## config.mk

```make
export PLATFORM = sky130hd
export DESIGN_NAME = multicycle_control
export DESIGN_NICKNAME = d
export VERILOG_FILES = /design/src/rtl/multicycle_control.sv
export SDC_FILE = /design/constraint.sdc
export NUM_CORES = 1
export LEC_CHECK = 0
export ABC_AREA = 1
export BUFFER_PORTS_ARGS = -buffer_cell sky130_fd_sc_hd__buf_2
export CORE_ASPECT_RATIO = 0.9
export CORE_UTILIZATION = 55
export CTS_BUF_LIST = sky130_fd_sc_hd__clkbuf_8
export DETAILED_ROUTE_END_ITERATION = 7
export GPL_TIMING_DRIVEN = 0
export PLACE_DENSITY = 0.82
export SLEW_MARGIN = 20
export SYNTH_ARGS = -nofsm -noshare
export SYNTH_HDL_FRONTEND = slang
export SYNTH_SLANG_ARGS = --single-unit
```

## constraint.sdc

```tcl
create_clock -name clk -period 2 [get_ports clk]
set_input_delay 0.4 -clock clk [delete_from_list [all_inputs] [get_ports clk]]
set_output_delay 0.4 -clock clk [all_outputs]
set_load 0.02 [all_outputs]
```

## src/rtl/multicycle_control.sv

```systemverilog
// Main sequencing FSM for the multicycle MIPS datapath: opcode decode, per-cycle strobes, retire counter.
// Strobes are a Moore decode of the state; FETCH, MEMRD and MEMWR hold until mem_ready.
module multicycle_control #(
    parameter int COUNT_W = 32
) (
    input  logic               clk,
    input  logic               rst,
    input  logic [5:0]         opcode,
    input  logic               mem_ready,
    output logic               PCWrite,
    output logic               PCWriteCond,
    output logic               IorD,
    output logic               MemRead,
    output logic               MemWrite,
    output logic               IRWrite,
    output logic               MemtoReg,
    output logic               ALUSrcA,
    output logic               RegWrite,
    output logic               RegDst,
    output logic [1:0]         PCSource,
    output logic [1:0]         ALUSrcB,
    output logic [1:0]         ALUOp,
    output logic [3:0]         state,
    output logic               retire,
    output logic               illegal,
    output logic [COUNT_W-1:0] instr_count
);

    typedef enum logic [3:0] {
        S_FETCH  = 4'd0,
        S_DECODE = 4'd1,
        S_MEMADR = 4'd2,
        S_MEMRD  = 4'd3,
        S_MEMWB  = 4'd4,
        S_MEMWR  = 4'd5,
        S_EXEC   = 4'd6,
        S_RCOMP  = 4'd7,
        S_BRANCH = 4'd8,
        S_JUMP   = 4'd9,
        S_ADDIEX = 4'd10,
        S_ADDIWB = 4'd11
    } state_t;

    localparam logic [5:0] OP_RTYPE = 6'd0;
    localparam logic [5:0] OP_LW    = 6'd35;
    localparam logic [5:0] OP_SW    = 6'd43;
    localparam logic [5:0] OP_BEQ   = 6'd4;
    localparam logic [5:0] OP_J     = 6'd2;
    localparam logic [5:0] OP_ADDI  = 6'd8;

    state_t cur_state;
    state_t nxt_state;
    state_t out_state;

    always_ff @(posedge clk) begin
        if (rst) begin
            cur_state   <= S_FETCH;
            instr_count <= '0;
        end else begin
            cur_state <= nxt_state;
            if (retire) begin
                instr_count <= instr_count + {{(COUNT_W-1){1'b0}}, 1'b1};
            end
        end
    end

    always_comb begin
        nxt_state = S_FETCH;
        case (cur_state)
            S_FETCH:  nxt_state = mem_ready ? S_DECODE : S_FETCH;
            S_DECODE: begin
                case (opcode)
                    OP_RTYPE:      nxt_state = S_EXEC;
                    OP_LW, OP_SW:  nxt_state = S_MEMADR;
                    OP_BEQ:        nxt_state = S_BRANCH;
                    OP_J:          nxt_state = S_JUMP;
                    OP_ADDI:       nxt_state = S_ADDIEX;
                    default:       nxt_state = S_FETCH;
                endcase
            end
            S_MEMADR: begin
                if (opcode == OP_LW) begin
                    nxt_state = S_MEMRD;
                end else if (opcode == OP_SW) begin
                    nxt_state = S_MEMWR;
                end
            end
            S_MEMRD:  nxt_state = mem_ready ? S_MEMWB : S_MEMRD;
            S_MEMWR:  nxt_state = mem_ready ? S_FETCH : S_MEMWR;
            S_EXEC:   nxt_state = S_RCOMP;
            S_ADDIEX: nxt_state = S_ADDIWB;
            default:  nxt_state = S_FETCH;
        endcase
    end

    // Outputs decode from FETCH while rst is high so reset looks like a stalled fetch.
    assign out_state = rst ? S_FETCH : cur_state;
    assign state     = out_state;

    always_comb begin
        PCWrite     = 1'b0;
        PCWriteCond = 1'b0;
        IorD        = 1'b0;
        MemRead     = 1'b0;
        MemWrite    = 1'b0;
        IRWrite     = 1'b0;
        MemtoReg    = 1'b0;
        ALUSrcA     = 1'b0;
        RegWrite    = 1'b0;
        RegDst      = 1'b0;
        PCSource    = 2'b00;
        ALUSrcB     = 2'b00;
        ALUOp       = 2'b00;
        retire      = 1'b0;
        illegal     = 1'b0;
        case (out_state)
            S_FETCH: begin
                MemRead = 1'b1;
                ALUSrcB = 2'b01;
                PCWrite = mem_ready;
                IRWrite = mem_ready;
            end
            S_DECODE: begin
                ALUSrcB = 2'b11;
                illegal = (nxt_state == S_FETCH);
            end
            S_MEMADR, S_ADDIEX: begin
                ALUSrcA = 1'b1;
                ALUSrcB = 2'b10;
            end
            S_MEMRD: begin
                MemRead = 1'b1;
                IorD    = 1'b1;
            end
            S_MEMWR: begin
                MemWrite = 1'b1;
                IorD     = 1'b1;
                retire   = mem_ready;
            end
            S_MEMWB: begin
                MemtoReg = 1'b1;
                RegWrite = 1'b1;
                retire   = 1'b1;
            end
            S_EXEC: begin
                ALUSrcA = 1'b1;
                ALUOp   = 2'b10;
            end
            S_RCOMP: begin
                RegDst   = 1'b1;
                RegWrite = 1'b1;
                retire   = 1'b1;
            end
            S_ADDIWB: begin
                RegWrite = 1'b1;
                retire   = 1'b1;
            end
            S_BRANCH: begin
                ALUSrcA     = 1'b1;
                ALUOp       = 2'b01;
                PCWriteCond = 1'b1;
                PCSource    = 2'b01;
                retire      = 1'b1;
            end
            S_JUMP: begin
                PCWrite  = 1'b1;
                PCSource = 2'b10;
                retire   = 1'b1;
            end
            default: begin
            end
        endcase
    end

endmodule

```

==> impl_metrics.json, run 1 <==
{
  "run_status": "finished clean",
  "cts_buffers": 5,
  "synth_top_family_by_area": "simple AND/OR/NAND/NOR gates",
  "grt_pass1_wl_um": 11400,
  "vias_per_cell": 5.32,
  "portBuffers": 62,
  "cp_cell_sequence": "inv_4 > nand2_4 > nor3_2 > nor2_1 > nand2_1 > nor2_1 > nand2_1 > nor2_1 > buf_4",
  "antenna_cells": 0,
  "die_h_um": 66.3,
  "worstPathArrival_ps": 1560,
  "worst_setup_path_end_kind": "output pin",
  "clock-sinks": 36,
  "grt_pass1_vias": 2619,
  "post_synth_xor_area_fraction": 0.0278,
  "hp-class": "reg -> reg",
  "drc_errors": 0,
  "overflow": 0,
  "leakage_nw": 1.43,
  "crit_fanout": 4,
  "synth_compound_area_frac": 0.0778,
  "yosys.area_share.simple": 0.506,
  "min_period_ps": 1960,
  "synth_top_area_share": 0.286,
  "synth_top_area_cell": "dfxtp_1",
  "min_path_cells": 2,
  "synth-adder-area-share": 0.00496,
  "tns_ps": 0,
  "drive_above_1_share": 0.215,
  "crit_cells": 9,
  "setup_viol": 0,
  "track_usage": 0.308,
  "relSlewSlack": 0.615,
  "p_per_area_nw_per_um2": 435,
  "rows": 22,
  "hold_viol_final": 0,
  "ys_ff_latch": 36,
  "crit_buf_inv": 2,
  "finalClockSkew_ps": 11.9,
  "ys_top_cells_by_area": "dfxtp_1, nand2_1, nor2_1",
  "fillCellCount": 399,
  "ys_seq_area_frac": 0.286,
  "syn-cell-area_um2": 2520,
  "initial_core_util": 0.595,
  "synth_warnings": 0,
  "die_area_um2": 4860,
  "cts_hold_buf": 0,
  "antenna_left": 0,
  "nets": 548,
  "routed_wl_um": 7420,
  "grt_antenna_before_repair": 0,
  "crit_family": "simple AND/OR/NAND/NOR gates",
  "yosysUniqueCellTypes": 24,
  "finalPower_w": 0.00138,
  "ir_worst_vdd_mv": 0.404,
  "grt_max_degree": 13,
  "core_um2": 4240,
  "tightest_slew_ps": 577,
  "area_growth_pct": 26.2,
  "synth_mux_area_frac": 0,
  "slew_viol_final": 0,
  "clockRootBuffer": "clkbuf_8",
  "path_common_cell": "nor2_1",
  "place_congestion": 0.965,
  "cp-start-kind": "flip-flop",
  "max_cap_violations": 0,
  "die_x_um": 73.4,
  "drt_iter0_drc": 252,
  "period_share": 0.979,
  "path_clk_slew_ps": 80,
  "cts_tree": "built",
  "htreeDepth": 2,
  "hpwlAfterDp_um": 5380,
  "grt_setup_unrepaired": "true",
  "worstPathRequired_ps": 1600,
  "cp_slowest_cell": "dfxtp_4",
  "clk_path_buf_depth": 2,
  "num_io_pins": 63,
  "hold_slack_ps": 500,
  "vias": 3186,
  "crit_type": "reg -> out",
  "synth.net_count": 466,
  "syn_avg_cell_area_um2": 5.53,
  "wl_per_cell_um": 12.4,
  "utilization": 0.751,
  "dr.pass1.iters": 5,
  "max_freq_ghz": 0.511,
  "r2r_cells": 8,
  "netlist_instances": 456,
  "slowest_delay_ps": 380,
  "clkLatencyLatePin_ps": 310
}
==> stage by stage <==
step           setup WS (ps)  cells  area, um^2
6_report                42.9    599        3190
5_1_grt                -57.2    599        3190
4_1_cts                 5.05    586        3050
3_5_place_dp            34.0    578        2910
3_3_place_gp            52.9    578        2910
2_1_floorplan            262    456        2520
==> synthesized netlist by cell type <==
library cell,n
xnor2_1,2
xor2_1,6
ha_1,1
clkbuf_1,3
buf_1,1
nand2_1,179
buf_6,4
nand3b_1,2
nor3_1,2
dfxtp_1,36
o21ai_1,1
nand4_1,4
buf_4,4
inv_1,41
nand2_4,1
o21ai_0,4
o22ai_1,1
a21oi_1,33
nand2_2,1
nand3_1,34
nor2_1,91
and2_1,1
inv_2,1
nor2_2,3
==> layout make-up <==
| cell class | instances | area (um^2) | share of cell area |
|---|---|---|---|
| flip-flops and latches | 36 | 736 | 0.231 |
| clock buffers | 6 | 82.6 | 0.0259 |
| clock inverters | 2 | 15.0 | 0.00471 |
| repair buffers | 76 | 420 | 0.132 |
| inverters | 42 | 163 | 0.0511 |
| multi-input cells | 366 | 1620 | 0.507 |
| well taps | 60 | 75.1 | 0.0236 |
| plain buffers | 11 | 78.8 | 0.0247 |
==> cell usage in the layout (no fill, tap or decap), types with 2 or more instances in the layout <==
cell type   Yosys  final
nor2_1         91     83
a21oi_1        33     33
nand2_4         1      2
o21ai_0         4      4
nand2_2         1      3
dfxtp_4         0      4
clkinvlp_4      0      2
nand3_1        34     34
nor2_2          3      7
nor2_4          0      4
buf_2           0     60
nand3b_1        2      2
nand4_1         4      4
inv_1          41     39
buf_6           4      3
nand2_1       179    176
xnor2_1         2      2
clkbuf_8        0      6
inv_4           0      2
clkbuf_1        3      3
dfxtp_1        36     32
xor2_1          6      6
buf_4           4     20
==> sequential cells by signal, indices dropped and copies added (netlist names) <==
| name | count |
|---|---|
| instr_count | 32 |
| cur_state | 4 |
==> cell families after synthesis <==
| family | count (synthesis) |
|---|---|
| simple gates | 318 |
| compound gates | 39 |
| flops | 36 |
| xor+xnor | 8 |
| fa+ha+maj | 1 |
| buf+inv | 54 |
==> report_power, final <==
| part | switching (W) | leakage, nW | total [W] | internal [W] |
|---|---|---|---|---|
| registers | 0.00000302 | 0.293 | 0.000716 | 0.000713 |
| clock network | 0.000296 | 0.0434 | 0.000575 | 0.000279 |
| logic | 0.0000616 | 1.09 | 0.0000928 | 0.0000312 |
==> final timing paths <==
path | startpoint | end | slack [ps]
worst max-delay path | cur_state[0] | illegal | 40
worst min-delay path | instr_count[31] | instr_count[31] | 500
worst min register to register | instr_count[31] | instr_count[31] | 500
worst max register to register | instr_count[0] | instr_count[16] | 220
==> timing repair <==
item / CTS / global route
resized for setup: 17 / 15
setup buffers: 0 / 14
setup endpoints to repair: 4 / 4
pin swaps: 0 / 12
==> routing by layer <==
metal,global-route usage,wire length (um),share of wire
met1,0.411,3150,0.43
met2,0.500,3400,0.46
met3,0.0518,671,0.090
met4,0.106,197,0.027
met5,0,0,0
==> tightest hold or removal path: cells and delay by family (launching register included) <==
kind / cells / cell delay, ps
and+or+nand+nor: 1 / 70
AOI/OAI and AO/OA: 1 / 50
DFF: 1 / 340
Power figures use the tool's default switching activity.
==> run 2: changes to the inputs <==
- CTS_BUF_LIST: sky130_fd_sc_hd__clkbuf_8 -> sky130_fd_sc_hd__clkbuf_2
- GPL_TIMING_DRIVEN: 0 -> default
==> impl_metrics.json, run 2 (synthesis gave the netlist of run 1 again) <==
{
  "num_io_pins": 63,
  "die_area_um2": 4860,
  "portBuffers": 62,
  "die_h_um": 66.3,
  "finalClockSkew_ps": 31.4,
  "worstPathRequired_ps": 1600,
  "failed_checks": "setup timing",
  "final_common_cell": "nand2_1",
  "place_ws_ps": -154,
  "clockRootBuffer": "clkbuf_2",
  "grt_pass1_wl_um": 12200,
  "overflow": 0,
  "largest_reg_flops": 32,
  "dr.pass1.iters": 5,
  "antenna_cells": 0,
  "track_usage": 0.321,
  "fillCellCount": 398,
  "ir_worst_vdd_mv": 0.377,
  "timing.final.ws_setup_ps": -70.0,
  "clk_path_buf_depth": 2,
  "slew_viol_final": 0,
  "die_x_um": 73.4,
  "period_share": 1.04,
  "drc_errors": 0,
  "vias": 3172,
  "top_register": "instr_count",
  "rows": 22,
  "largest_registers": "instr_count x32, cur_state x4",
  "finalNonFillerCells": 598,
  "grt_setup_unrepaired": "true",
  "vias_per_cell": 5.30,
  "run_status": "complete, but fails checks",
  "core_um2": 4240,
  "worst_setup_path_end_kind": "output pin",
  "multiInputGateArea_um2": 1660,
  "initial_core_util": 0.595,
  "htreeDepth": 2,
  "antenna_left": 0,
  "crit_start": "cur_state[1]",
  "grt_pass1_vias": 2840,
  "grt_max_degree": 25,
  "hp-start": "rst",
  "hold_viol_final": 0,
  "max_cap_violations": 0,
  "numPlacedInstances": 574,
  "clock-sinks": 36,
  "cp-start-kind": "flip-flop",
  "grt_antenna_before_repair": 0,
  "drt_iter0_drc": 246,
  "routed_wl_um": 7800,
  "worstReg2RegStart": "cur_state[0]",
  "max_freq_ghz": 0.483,
  "cts_hold_buf": 0,
  "setup_viol": 1,
  "crit_type": "reg -> out",
  "hp-class": "in -> reg",
  "worstPathArrival_ps": 1670,
  "crit_fanout": 5,
  "p_per_area_nw_per_um2": 362,
  "mostFrequentLayoutCells": "nand2_1, nor2_1, buf_2",
  "place_congestion": 0.927,
  "leakage_nw": 1.43,
  "hpwlAfterDp_um": 5400,
  "min_period_ps": 2070,
  "nets": 548,
  "cts_buffers": 5,
  "wl_per_cell_um": 13.1,
  "regArea_um2": 736,
  "utilization": 0.748,
  "relSlewSlack": 0.622,
  "tightest_slew_ps": 566,
  "cts_tree": "built",
  "area_growth_pct": 25.6,
  "clkLatencyLatePin_ps": 380,
  "path_clk_slew_ps": 190,
  "drive_above_1_share": 0.234
}
run 2: cell types whose count changed in the layout (fill, tap and decap cells not counted), sizes merged:
cell / delta
buf: +3
clkbuf: -4
clkinv: +2
clkinvlp: -2
run 2: routing by layer:
metal / vias up / share of wire / track usage
li1: 1581 / - / -
met1: 1417 / 0.43 / 0.402
met2: 154 / 0.48 / 0.563
met3: 20 / 0.075 / 0.0534
met4: 0 / 0.019 / 0.0938
met5: - / 0 / 0
run 2: power by group:
part | leakage, nW | internal, W | switching (W)
Combinational | 1.11 | 0.0000472 | 0.0000693
Clock | 0.0239 | 0.0000722 | 0.000239
Sequential | 0.293 | 0.000716 | 0.00000418
Total | 1.43 | 0.000835 | 0.000312
run 2: timing repair:
| action | in CTS | in global routing |
|---|---|---|
| endpoints found under the hold margin | 0 | 0 |
| pin swaps | 10 | 9 |
| setup buffers | 11 | 6 |
| gates resized for setup | 25 | 21 |
| setup endpoints to repair | 7 | 26 |
run 2: area by class of cell:
type,count,share of cell area
multi-input combinational,366,0.524
sequential,36,0.232
tap,60,0.0237
clock buffer,5,0.00790
inverter,42,0.0505
timing repair buffer,87,0.159
clock inverter,2,0.00237
run 2: worst max-delay path: stages, from the launching register on:
cell and delay, ps:
dfxtp_4 410, inv_2 60, nand2_4 90, inv_2 40, nand4_1 110, nand3b_1 140, nor2_2 150, nand3b_1 80
nor2_1 90, buf_4 140
run 2: through the flow:
step                      power (W)  setup TNS, ps  hold slack, ps  instance area [um^2]
after CTS                   0.00114          -14.6             393                  3060
after floorplan            0.000788              0             563                  2520
after global routing        0.00119           -366             382                  3170
after detailed placement   0.000820          -1890             493                  2880
final                       0.00115          -70.0             391                  3170
after global placement     0.000817              0             486                  2880
run 2: final timing paths:
kind         cells past startpoint  slack, ps         endpoint
max                              9        -70          illegal
min                              3        390   instr_count[8]
max reg2reg                     14         10     cur_state[0]
min reg2reg                      2        520  instr_count[31]
